## config.mk

```make
export PLATFORM = sky130hd
export DESIGN_NAME = dram_port_arbiter
export DESIGN_NICKNAME = d
export VERILOG_FILES = /design/src/rtl/dram_pkg.sv /design/src/rtl/dram_rr_pick.sv /design/src/rtl/dram_port_arbiter.sv
export SDC_FILE = /design/constraint.sdc
export NUM_CORES = 1
export LEC_CHECK = 0
export BUFFER_PORTS_ARGS = -buffer_cell sky130_fd_sc_hd__buf_4
export CORE_MARGIN = 2
export CORE_UTILIZATION = 36
export DETAILED_ROUTE_END_ITERATION = 16
export PLACE_DENSITY = 0.78
export SLEW_MARGIN = 20
export SYNTH_ARGS = -nofsm -noshare
export SYNTH_HDL_FRONTEND = slang
export SYNTH_SLANG_ARGS = --single-unit
```

## constraint.sdc

```tcl
create_clock -name clock_i -period 1.1 [get_ports clock_i]
set_input_delay 0.11 -clock clock_i [delete_from_list [all_inputs] [get_ports clock_i]]
set_output_delay 0.11 -clock clock_i [all_outputs]
set_load 0.1 [all_outputs]
```

## src/rtl/dram_pkg.sv

```systemverilog
// dram_pkg: shared types and constants for the data-RAM port arbiter.
package dram_pkg;
    localparam int AWIDTH_DEF = 3;
    localparam int DWIDTH_DEF = 32;

    typedef logic req_id_t;

    typedef struct packed {
        logic    valid;
        req_id_t id;
    } rsp_tag_t;

    localparam req_id_t REQ_CORE = 1'b0;
    localparam req_id_t REQ_LOAD = 1'b1;
endpackage

```

## src/rtl/dram_rr_pick.sv

```systemverilog
// dram_rr_pick: 2-way priority picker; prio_i names the requester that wins a tie.
module dram_rr_pick
    import dram_pkg::*;
(
    input  logic    [1:0] req_i,
    input  req_id_t       prio_i,
    output logic    [1:0] gnt_o
);
    assign gnt_o = (&req_i) ? ((prio_i == REQ_LOAD) ? 2'b10 : 2'b01) : req_i;
endmodule

```

## src/rtl/dram_port_arbiter.sv

```systemverilog
// dram_port_arbiter: two-requester arbiter for a single-port sync-read RAM.
// DRAM_ARB_RR_EN selects round-robin; otherwise requester 0 has fixed priority.
module dram_port_arbiter
    import dram_pkg::*;
#(
    parameter int AWIDTH = AWIDTH_DEF,
    parameter int DWIDTH = DWIDTH_DEF
) (
    input  logic              clock_i,
    input  logic              reset_n_i,
    input  logic [1:0]        req_i,
    input  logic [1:0]        we_i,
    input  logic [AWIDTH-1:0] addr0_i,
    input  logic [AWIDTH-1:0] addr1_i,
    input  logic [DWIDTH-1:0] wdata0_i,
    input  logic [DWIDTH-1:0] wdata1_i,
    output logic [1:0]        gnt_o,
    output logic [1:0]        rvalid_o,
    output logic [DWIDTH-1:0] rdata_o,
    output logic [AWIDTH-1:0] ram_addr_o,
    output logic [DWIDTH-1:0] ram_din_o,
    output logic              ram_we_o,
    input  logic [DWIDTH-1:0] ram_dout_i
);
    logic [1:0]        pick_gnt, gnt;
    req_id_t           prio;
    logic [AWIDTH-1:0] addr_q, addr_d;
    rsp_tag_t          tag_q, tag_d;
    logic [1:0]        rvalid_q, rvalid_d;
    logic [DWIDTH-1:0] rdata_q, rdata_d;

`ifdef DRAM_ARB_RR_EN
    req_id_t prio_q, prio_d;

    // After a transfer the other requester gets the next tie.
    assign prio_d = (|gnt) ? (gnt[0] ? REQ_LOAD : REQ_CORE) : prio_q;
    assign prio   = prio_q;

    always_ff @(posedge clock_i or negedge reset_n_i) begin
        if (!reset_n_i) prio_q <= REQ_CORE;
        else            prio_q <= prio_d;
    end
`else
    assign prio = REQ_CORE;
`endif

    dram_rr_pick u_pick (
        .req_i  (req_i),
        .prio_i (prio),
        .gnt_o  (pick_gnt)
    );

    assign gnt = reset_n_i ? pick_gnt : 2'b00;

    always_comb begin
        addr_d    = gnt[0] ? addr0_i : gnt[1] ? addr1_i : addr_q;
        ram_din_o = gnt[0] ? wdata0_i : gnt[1] ? wdata1_i : '0;
        ram_we_o  = |(gnt & we_i);
        tag_d     = '{valid: |(gnt & ~we_i), id: (gnt[1] ? REQ_LOAD : REQ_CORE)};
        rvalid_d  = {tag_q.valid & (tag_q.id == REQ_LOAD), tag_q.valid & (tag_q.id == REQ_CORE)};
        rdata_d   = tag_q.valid ? ram_dout_i : rdata_q;
    end

    always_ff @(posedge clock_i or negedge reset_n_i) begin
        if (!reset_n_i) begin
            addr_q   <= '0;
            tag_q    <= '0;
            rvalid_q <= 2'b00;
            rdata_q  <= '0;
        end else begin
            addr_q   <= addr_d;
            tag_q    <= tag_d;
            rvalid_q <= rvalid_d;
            rdata_q  <= rdata_d;
        end
    end

    assign gnt_o      = gnt;
    assign ram_addr_o = addr_d;
    assign rvalid_o   = rvalid_q;
    assign rdata_o    = rdata_q;
endmodule

```

==> impl_results.md, run 1 <==
* Largest net degree at the start of global routing at 35
* Reg2reg end: rdata_o[8]
* Synth area leaders: dfrtp_1 44%, mux2_1 14%, a21boi_1 11%, nand3b_1 11%, nand2_1 5.5%
* Post-Syn Area at 0.002232 mm^2
* Reg2Reg Setup Slack at 20 ps
* Initial antenna violation count at 0
* Clk Latency, worst-skew pair at 280 ps
* Share of Yosys cell area claimed by the top area cell type at 43.72%
* IO Pins at 180
* Final setup margin at -198.4 ps
* Critical Path Start: addr_q[1]
* Final setup violation count at 3
* Synth Area in Compound Gates at 13.51%
* Worst r2r path cells at 2
* Number of global-route vias before repair at 2,416
* Internal power at 0.003665 W
* Global-route usage over all layers at 21.93%
* Critical Path Max Stage Delay at 370 ps
* Post-layout min period at 1298 ps
* Max Slew Vio Count at 0
* Ant diodes at 0
* Worst slew margin at 67.68%
* Most frequent cells in the layout: 152 x buf_4, 33 x nand2_1, 33 x nand3b_1, 33 x a21boi_4, 33 x dfrtp_2
* Cell taking the most area after synthesis: dfrtp_1
* CP arrival at 1190 ps
* Net Sw Power at 0.003664 W
* Post-Synth Simple-Gate Area at 21.02%
* CTS Buf Count at 5
* Yosys warns at 0
* DR WL met2 at 4491 um
* Largest family of logic cells by synthesized area: simple AND/OR/NAND/NOR gates
* Grt ovf at 0
* DP Wirelength at 5602 um
* H-Tree Depth at 2
* Max-cap viol count at 0
* CTS Root Cell: clkbuf_8
* Outcome: complete, but fails checks
* Actual slew at the worst max-slew pin at 478.3 ps
* Max layer used: met4
* Tot Pwr at 0.007330 W
* Rows at 28
* ANT nets after route at 0
* Die ar. at 0.006846 mm^2
* Core Util, Final at 81.30%
* # DRC at 0
* DRT met1 WL at 2989 um
* Core ar. at 0.005956 mm^2
* Share of layout cells above drive strength 1 at 72.41%
* Port buffer count at 179
* CP Cell Sequence: inv_2, a211oi_4, buf_12
* Met3 WL at 694 um
* GPL Wtd Cong at 0.7183
* CP Class: flop to output pin
* Static leakage at 2.262 nW
* Net Sw Frac at 49.99%
* Sequential group share of total power at 25.2%
* Worst-path clk slew at 80 ps
* Final Net Count at 513
* Achievable Freq at 770.2 MHz
* Final Hold Vio Count at 0
* HP Class: input pin to async pin
* First-pass GRT wire length at 11,410 um
* Reg-to-Reg Start: tag_q[1]
* RSZ-0062 raised after global routing: yes
* Most common cell after layout, fill and taps aside: buf_4
* Area share of xor/xnor cells in the synthesized design at 0%
* P&R area growth vs syn at 116.9%
* Mux cell area share after synthesis at 16.14%
* WL per Instance at 17.15 um
* CTS tree: yes
* CP Capture Type: output pin
* Clk_skew at 5.037 ps
* Final WL at 8247 um
* Syn Area/Cell at 10.58 um^2
* Num Clock Sinks at 39
* Syn Nets at 319
* Crit path max fanout at 2
* Clock Power Share at 16.3%
* CP endpoint: ram_addr_o[1]
* Buffer depth of the longest clock path at 2
* Largest vdd supply drop at 0.001403 V
* Initial core utilization at 37.48%
* Combinational Power Share at 58.5%
* Slowest CP cell: dfrtp_1
* PwrDens at 1514 mW/mm^2
* Distinct cells, synth at 18
* Worst path required time at 990 ps
* Sequential area share after synthesis at 43.72%
* Adder-cell area share of the yosys netlist at 0%
* Die width at 82.74 um
* Via density at 4.909
* Vias post-DR at 2,361
* Die height at 82.74 um
* Synth Instances at 211
* Final period utilization at 118.0%
* Iteration-0 DRC Markers at 66
* First-pass detailed-route iteration total at 4
* CP startpoint kind: flop
* Synthesis-stage register bit count at 39
* Failing checks: setup timing
[power groups by stage]
| stage | Sequential (W) | Clock (W) | Combinational (W) |
|---|---|---|---|
| after floorplan | 0.00362 | 0 | 0.00127 |
| after global placement | 0.00185 | 0 | 0.00399 |
| after detailed placement | 0.00187 | 0 | 0.00402 |
| after CTS | 0.00184 | 0.00121 | 0.00423 |
| after global routing | 0.00188 | 0.00128 | 0.00441 |
| final | 0.00185 | 0.00119 | 0.00429 |
[cell families (layout without fill, tap and decap cells)]
kind of cell / count (synthesis) / count (layout)
simple gates: 78 / 78
flops: 39 / 39
mux: 32 / 32
compound gates: 38 / 38
buf+inv: 24 / 219
[synthesized netlist by cell type]
master     n
nor3b_1    1
a21boi_1  33
a211oi_2   3
o21ai_2    1
o21a_1     1
inv_1      3
mux2_2     4
nor4bb_1   3
mux2_1    28
nor2b_1    2
clkbuf_1   9
and3b_1    4
dfrtp_1   39
buf_2      4
buf_4      8
nand3b_1  33
and2_1     2
nand2_1   33
[timing repair]
action                                 CTS  global route
buffers inserted                         3             3
pin swaps                                6             7
gates cloned                             2             3
resized for setup                       69            14
hold buffers                             2             0
setup endpoints to repair               37            35
endpoints found under the hold margin    8             0
[state kept, by name, indices dropped and copies added, names as in the netlist]
register and flops:
rvalid_o 2, tag_q 2, addr_q 3, rdata_o 32
[area by class of cell]
cell class	count	area (um^2)
well taps	75	93.84
inverters	3	11.26
clock buffers	5	68.82
clock inverters	3	43.79
flip-flops and latches	39	1017
fillers	345	1114
repair buffers	208	2043
multi-input cells	148	1564
[worst max-delay path: cells and delay by family (launching register included)]
family	cells	cell delay, ps
compound gates	1	250
buf+inv	2	270
flops	1	370
[worst min path at each step]
stage	start	end	slack, ps
2_1_floorplan	reset_n_i	addr_q[0]	-190
3_3_place_gp	reset_n_i	addr_q[0]	-60
3_5_place_dp	reset_n_i	addr_q[0]	-50
4_1_cts	reset_n_i	tag_q[0]	5
5_1_grt	reset_n_i	tag_q[0]	30
6_report	reset_n_i	tag_q[0]	10
[per-stage QoR]
step                      area, um^2  setup slack, ps  hold WS (ps)  TNS (ps)  cells
after CTS                       4690           -202.4         4.611    -578.8    475
after global routing            4842           -228.1         25.80    -724.6    481
after global placement          4212           -151.0        -56.86     -3656    460
after detailed placement        4212           -158.6        -52.55     -4258    460
final                           4842           -198.4         10.30    -539.0    481
after floorplan                 2761           -384.5        -185.6     -3889    211
[layer usage]
layer	up-vias	track usage, %
met3	8	6.304
met2	109	39.68
met1	1124	25.32
met5	-	0
li1	1120	-
met4	0	5.574
Note: power is estimated with default switching activity, not from simulation.
==> run 2: changes to the inputs <==
--- a/config.mk
+++ b/config.mk
@@ -5,11 +5,13 @@
 export SDC_FILE = /design/constraint.sdc
 export NUM_CORES = 1
 export LEC_CHECK = 0
+export ABC_AREA = 1
 export BUFFER_PORTS_ARGS = -buffer_cell sky130_fd_sc_hd__buf_4
 export CORE_MARGIN = 2
-export CORE_UTILIZATION = 36
+export CORE_UTILIZATION = 33
 export DETAILED_ROUTE_END_ITERATION = 16
-export PLACE_DENSITY = 0.78
+export GPL_ROUTABILITY_DRIVEN = 0
+export PLACE_DENSITY = 0.76
 export SLEW_MARGIN = 20
 export SYNTH_ARGS = -nofsm -noshare
 export SYNTH_HDL_FRONTEND = slang
==> run 2 against run 1 <==
  * The flow still finishes with violations (setup timing)
  * Clock skew increased by 1.0 ps
  * First-iteration DRC count increased by 6.1%
  * Final cell count increased by 14%
  * Count of clock-buffer cells in the layout increased by 2
  * Fmax increased by 5.0%
  * Worst setup slack improved by 62 ps
  * Via count increased by 6.7%
  * Wire length decreased by 7.3%
  * Non-clock buffer count decreased by 2
  * Register-to-register slack improved by 90 ps
  * Global-route usage decreased by 0.89 points
==> impl_results.md, run 2 <==
* CTS Root Cell: clkbuf_8 (unchanged)
* First-pass detailed-route iteration total at 4 (unchanged)
* Number of synthesized flops with an enable pin at 0 (unchanged)
* Vias post-DR at 2,520 (was 2,361)
* Die width at 80.32 um (was 82.74 um)
* Core Util, Final at 77.85% (was 81.30%)
* IO Pins at 180 (unchanged)
* P&R area growth vs syn at 125.8% (was 116.9%)
* Initial core utilization at 34.48% (was 37.48%)
* Max reg flops at 32 (unchanged)
* Worst-path clk slew at 70 ps (was 80 ps)
* Num Clock Sinks at 39 (unchanged)
* # DRC at 0 (unchanged)
* Final Hold Vio Count at 0 (unchanged)
* Share of layout cells above drive strength 1 at 60.38% (was 72.41%)
* ANT nets after route at 0 (unchanged)
* First-pass GRT wire length at 10,630 um (was 11,410 um)
* Final Net Count at 584 (was 513)
* Outcome: complete, but fails checks (unchanged)
* CP arrival at 1130 ps (was 1190 ps)
* CTS tree: yes (unchanged)
* Global-route usage over all layers at 21.04% (was 21.93%)
* Sequential area share after synthesis at 50.78% (was 43.72%)
* Worst slew margin at 71.09% (was 67.68%)
* Largest vdd supply drop at 0.001069 V (was 0.001403 V)
* Achievable Freq at 808.7 MHz (was 770.2 MHz)
* Worst path required time at 990 ps (about the same)
* Die height at 80.32 um (was 82.74 um)
* Most common cell after layout, fill and taps aside: nand2_1 (was buf_4)
* Grt ovf at 0 (unchanged)
* Final setup violation count at 15 (was 3)
* Number of global-route vias before repair at 2,375 (was 2,416)
* Actual slew at the worst max-slew pin at 433.7 ps (was 478.3 ps)
* Share of Yosys cell area claimed by the top area cell type at 50.78% (was 43.72%)
* Inst Count DP at 531 (was 460)
* CP Capture Type: output pin (unchanged)
* PwrDens at 1591 mW/mm^2 (was 1514 mW/mm^2)
* Yosys warns at 0 (unchanged)
* Ant diodes at 0 (unchanged)
* Most frequent cells in the layout: 170 x nand2_1, 156 x buf_4, 38 x buf_12 (was 152 x buf_4, 33 x nand2_1, 33 x nand3b_1, 33 x a21boi_4, 33 x dfrtp_2)
* Post-Syn Area at 0.001922 mm^2 (was 0.002232 mm^2)
* Layout Cells excl Fill at 549 (was 481)
* Max Slew Vio Count at 0 (unchanged)
* Post-synth ARST share at 100.0% (unchanged)
* Synthesis-stage register bit count at 39 (unchanged)
* Top-count cell post-synth: nand2_1 (was dfrtp_1)
* Clk_skew at 6.053 ps (was 5.037 ps)
* Failing checks: setup timing (unchanged)
* Ys flop type: dfrtp_1 (unchanged)
* Syn Area/Cell at 6.938 um^2 (was 10.58 um^2)
* DP Wirelength at 5494 um (was 5602 um)
* Clk Latency, worst-skew pair at 280 ps (about the same)
* CP Class: flop to output pin (unchanged)
* Static leakage at 2.304 nW (was 2.262 nW)
* Cell taking the most area after synthesis: dfrtp_1 (unchanged)
* Total Neg Setup Slack at -769.5 ps (was -539.0 ps)
* Via density at 4.590 (was 4.909)
* Pre-CTS setup slack at -64.28 ps (was -158.6 ps)
* Iteration-0 DRC Markers at 70 (was 66)
* Die ar. at 0.006451 mm^2 (was 0.006846 mm^2)
* Initial antenna violation count at 0 (unchanged)
* H-Tree Depth at 2 (unchanged)
* Buffer depth of the longest clock path at 2 (unchanged)
* WL per Instance at 13.93 um (was 17.15 um)
* CP startpoint kind: flop (unchanged)
* Largest net degree at the start of global routing at 37 (was 35)
* Most frequent cells after synthesis: 206 x nand2_1, 39 x dfrtp_1, 7 x buf_4 (was 39 x dfrtp_1, 33 x a21boi_1, 33 x nand2_1, 33 x nand3b_1, 28 x mux2_1)
* Core ar. at 0.005574 mm^2 (was 0.005956 mm^2)
* HP Class: input pin to flop (was input pin to async pin)
* Post-layout min period at 1237 ps (was 1298 ps)
* RSZ-0062 raised after global routing: yes (unchanged)
* Rows at 27 (was 28)
* Final setup margin at -136.6 ps (was -198.4 ps)
* Distinct cells, synth at 13 (was 18)
* Synth Instances at 277 (was 211)
* Port buffer count at 179 (unchanged)
* Final period utilization at 112.4% (was 118.0%)
* Final WL at 7648 um (was 8247 um)
* Crit path max fanout at 2 (unchanged)
* Synth area leaders: dfrtp_1 51%, nand2_1 40%, buf_4 2.7%, inv_1 1.2%, buf_2 1.0% (was dfrtp_1 44%, mux2_1 14%, a21boi_1 11%, nand3b_1 11%, nand2_1 5.5%)
* Tot Pwr at 0.006903 W (was 0.007330 W)
* Max-cap viol count at 0 (unchanged)
* Syn Nets at 385 (was 319)
* CTS Buf Count at 5 (unchanged)
run 2: changes by cell type after synthesis, moves of 6 or more:
| cell | delta |
|---|---|
| mux2_1 | -28 |
| a21boi_1 | -33 |
| nand3b_1 | -33 |
| clkbuf_1 | -6 |
| nand2_1 | +173 |
run 2: kinds of logic after synthesis:
| group | count (synthesis) | synth area share, % |
|---|---|---|
| AND/OR/NAND/NOR | 213 | 42.38 |
| buffers and inverters | 21 | 5.729 |
| AO/OA/AOI/OAI | 4 | 1.107 |
| flip-flops | 39 | 50.78 |
run 2: layout make-up:
cell class	count	area, um^2
inverters	7	28.78
fillers	410	1235
repair buffers	206	2092
multi-input cells	217	1008
clock inverters	1	7.507
clock buffers	7	96.34
well taps	72	90.09
flip-flops and latches	39	1016
run 2: routing by layer:
| layer | track usage, % | up-vias | wire length (um) |
|---|---|---|---|
| li1 | - | 1225 | - |
| met4 | 6.102 | 0 | 230 |
| met5 | 0 | - | 0 |
| met3 | 8.090 | 21 | 825 |
| met2 | 39.08 | 139 | 3908 |
| met1 | 21.76 | 1135 | 2684 |
run 2: where the power goes:
| part | switching (W) | internal (W) |
|---|---|---|
| sequential | 0.000128 | 0.00171 |
| combinational | 0.00292 | 0.00112 |
| clock | 0.000460 | 0.000570 |
| total | 0.00350 | 0.00340 |
run 2: worst max-delay path, stage by stage (launching register included):
cell     delay [ps]
dfrtp_1         330
inv_1            40
a21oi_1         120
nand2_1          80
nand3_2         100
buf_12          180
run 2: final timing paths:
kind / cells after the start / slack, ps / endpoint / from
max: 5 / -140 / ram_addr_o[0] / addr_q[0]
min: 2 / 20 / tag_q[1] / we_i[1]
max reg2reg: 6 / 110 / addr_q[0] / addr_q[0]
min reg2reg: 1 / 420 / rvalid_o[0] / tag_q[0]
max in group asynchronous: 3 / 320 / rdata_o[5] / reset_n_i
min in group asynchronous: 3 / 340 / addr_q[2] / reset_n_i
run 2: per-stage QoR:
step,hold WS [ps],instance area [um^2]
after floorplan,-185.6,2123
after global placement,34.74,3622
after detailed placement,42.86,3622
after CTS,11.37,3941
after global routing,14.75,4339
final,24.07,4339
run 2: what timing repair did:
action,4_1_cts,5_1_grt
gates resized for setup,49,74
setup buffers,1,4
endpoints found under the hold margin,39,0
setup endpoints to repair,36,36
pin swaps,0,2
hold buffers,2,0
cloned,0,3
==> run 3: changes to the inputs <==
--- a/config.mk
+++ b/config.mk
@@ -8,10 +8,11 @@
 export ABC_AREA = 1
 export BUFFER_PORTS_ARGS = -buffer_cell sky130_fd_sc_hd__buf_4
 export CORE_MARGIN = 2
-export CORE_UTILIZATION = 33
+export CORE_UTILIZATION = 37
 export DETAILED_ROUTE_END_ITERATION = 16
 export GPL_ROUTABILITY_DRIVEN = 0
-export PLACE_DENSITY = 0.76
+export GPL_TIMING_DRIVEN = 0
+export PLACE_DENSITY = 0.81
 export SLEW_MARGIN = 20
 export SYNTH_ARGS = -nofsm -noshare
 export SYNTH_HDL_FRONTEND = slang
==> constraint.sdc (replaced) <==
create_clock -name clock_i -period 1.2 [get_ports clock_i]
set_input_delay 0.12 -clock clock_i [delete_from_list [all_inputs] [get_ports clock_i]]
set_output_delay 0.12 -clock clock_i [all_outputs]
set_load 0.1 [all_outputs]
==> run 3 against run 2 <==
  * The flow still finishes with violations (setup timing)
  * Worst setup slack improved by 99 ps
  * Wire length rose by 6.7%
  * Critical path depth unchanged
  * Die area down 10%
  * Clock skew grew 1.5 ps
  * Sequential share of layout area about the same
  * Via count up 1.3%
  * Final cell count is 0.73% lower
  * Sequential power is 11% lower
==> impl_results.md, run 3 (synthesis results as in run 2) <==
* Outcome: complete, but fails checks (unchanged)
* Failing checks: setup timing (unchanged)
* Largest net degree at the start of global routing at 23 (was 37)
* CTS Root Cell: clkbuf_8 (unchanged)
* Worst slew margin at 47.80% (was 71.09%)
* Actual slew at the worst max-slew pin at 780.4 ps (was 433.7 ps)
* PwrDens at 1475 mW/mm^2 (was 1591 mW/mm^2)
* Largest vdd supply drop at 0.0009097 V (was 0.001069 V)
* Vias post-DR at 2,552 (was 2,520)
* Ant diodes at 0 (unchanged)
* Static leakage at 2.305 nW (was 2.304 nW)
* CP Capture Type: output pin (unchanged)
* DP Wirelength at 5204 um (was 5494 um)
* Final WL at 8162 um (was 7648 um)
* Global-route usage over all layers at 26.78% (was 21.04%)
* First-pass detailed-route iteration total at 4 (unchanged)
* Buffer depth of the longest clock path at 2 (unchanged)
* HP Class: input pin to flop (unchanged)
* CP Class: flop to output pin (unchanged)
* Port buffer count at 179 (unchanged)
* Grt ovf at 0 (unchanged)
* Die height at 76.07 um (was 80.32 um)
* Rows at 26 (was 27)
* Core ar. at 0.005075 mm^2 (was 0.005574 mm^2)
* Max reg flops at 32 (unchanged)
* ANT nets after route at 0 (unchanged)
* H-Tree Depth at 2 (unchanged)
* Tot Pwr at 0.006149 W (was 0.006903 W)
* RSZ-0062 raised after global routing: yes (unchanged)
* Die ar. at 0.005787 mm^2 (was 0.006451 mm^2)
* Final setup margin at -37.86 ps (was -136.6 ps)
* Post-layout min period at 1238 ps
* Max-cap viol count at 0 (unchanged)
* CP arrival at 1120 ps (was 1130 ps)
* P&R area growth vs syn at 116.9% (was 125.8%)
* Num Clock Sinks at 39 (unchanged)
* Via density at 4.683 (was 4.590)
* Share of layout cells above drive strength 1 at 51.37% (was 60.38%)
* CP Cell Sequence: inv_1, a21oi_2, nand2_1, nand3_4, buf_12 (was inv_1, a21oi_1, nand2_1, nand3_2, buf_12)
* Clk Latency, worst-skew pair at 290 ps (was 280 ps)
* CP startpoint kind: flop (unchanged)
* Crit path max fanout at 2 (unchanged)
* First-pass GRT wire length at 12,340 um (was 10,630 um)
* Die width at 76.07 um (was 80.32 um)
* Most common cell after layout, fill and taps aside: nand2_1 (unchanged)
* Worst-path clk slew at 70 ps (about the same)
* Most frequent cells in the layout: 177 x nand2_1, 152 x buf_4, 39 x dfrtp_1 (was 170 x nand2_1, 156 x buf_4, 38 x buf_12)
* CTS tree: yes (unchanged)
* Number of global-route vias before repair at 2,629 (was 2,375)
* Initial core utilization at 37.87% (was 34.48%)
* Critical Path Max Stage Delay at 320 ps (was 330 ps)
* Hold Worst Slack at 14.57 ps (was 24.07 ps)
* Total Neg Setup Slack at -125.1 ps (was -769.5 ps)
* Clk_skew at 7.521 ps (was 6.053 ps)
* Achievable Freq at 807.8 MHz
* IO Pins at 180 (unchanged)
* Core Util, Final at 82.13% (was 77.85%)
* Final period utilization at 103.2%
* Final Hold Vio Count at 0 (unchanged)
* # DRC at 0 (unchanged)
* WL per Instance at 14.98 um (was 13.93 um)
* Slowest CP cell: dfrtp_1 (unchanged)
* Worst path required time at 1080 ps (was 990 ps)
* Final setup violation count at 4 (was 15)
* Final Net Count at 582 (was 584)
* Iteration-0 DRC Markers at 58 (was 70)
* CTS Buf Count at 5 (unchanged)
* Initial antenna violation count at 0 (unchanged)
* Fill cell count at 316 (was 410)
* Max Slew Vio Count at 0 (unchanged)
[run 3: cell types whose count changed in the layout (fill, tap and decap cells not counted), sizes merged]
cell	before	now
buf	202	194
bufbuf	0	1
clkbuf	9	13
clkinv	0	1
clkinvlp	1	0
nor2	2	3
[run 3: what timing repair did]
item                       in CTS  in global routing
pin swaps                       1                  0
resized for setup              95                 24
hold buffers                    2                  0
setup endpoints to repair      38                 49
setup buffers                   5                  2
hold endpoints to repair       39                  0
cloned                          2                  0
[run 3: worst max-delay path, delay by kind of cell, from the launching register on]
kind | cells | cell delay [ps]
AOI/OAI and AO/OA | 1 | 100
buffers and inverters | 2 | 220
DFF | 1 | 320
and+or+nand+nor | 2 | 180
[run 3: path summary, 6_finish.rpt]
path	cells after the start	endpoint	startpoint	slack [ps]
worst max-delay path	5	ram_addr_o[1]	addr_q[1]	-40
worst min-delay path	2	tag_q[1]	we_i[1]	10
worst max register to register	4	rdata_o[23]	tag_q[1]	90
worst min register to register	1	rvalid_o[0]	tag_q[0]	420
max in group asynchronous	2	rdata_o[0]	reset_n_i	240
min in group asynchronous	2	rdata_o[11]	reset_n_i	370
[run 3: final cells by class]
class | instances | area (um^2) | share of cell area [%]
timing repair buffer | 189 | 1888 | 45.30
clock inverter | 1 | 5.005 | 0.1201
clock buffer | 7 | 76.32 | 1.831
multi-input combinational | 218 | 997.2 | 23.93
sequential | 39 | 975.9 | 23.42
inverter | 7 | 28.78 | 0.6905
buffer | 14 | 108.9 | 2.612
tap | 70 | 87.58 | 2.101
[run 3: report_power, final]
group	total [W]	internal, W	switching, W	leakage, nW
sequential	0.00164	0.00153	0.000113	0.484
clock	0.000842	0.000408	0.000434	0.0422
combinational	0.00366	0.000983	0.00268	1.78
[run 3: per-stage QoR]
stage          setup WS [ps]  cells  cell area, um^2
2_1_floorplan         -69.82    277             2069
3_3_place_gp          -530.0    526             3501
3_5_place_dp          -552.3    526             3501
4_1_cts               -46.43    543             4069
5_1_grt               -107.6    545             4168
6_report              -37.86    545             4168
[run 3: routing by layer]
layer	up-vias	share of wire (%)	wire, um	global-route usage [%]
li1	1220	-	-	-
met1	1167	36	2938	27.76
met2	134	51	4183	48.30
met3	31	8.5	696	10.07
met4	0	4.2	344	11.64
met5	-	0	0	0
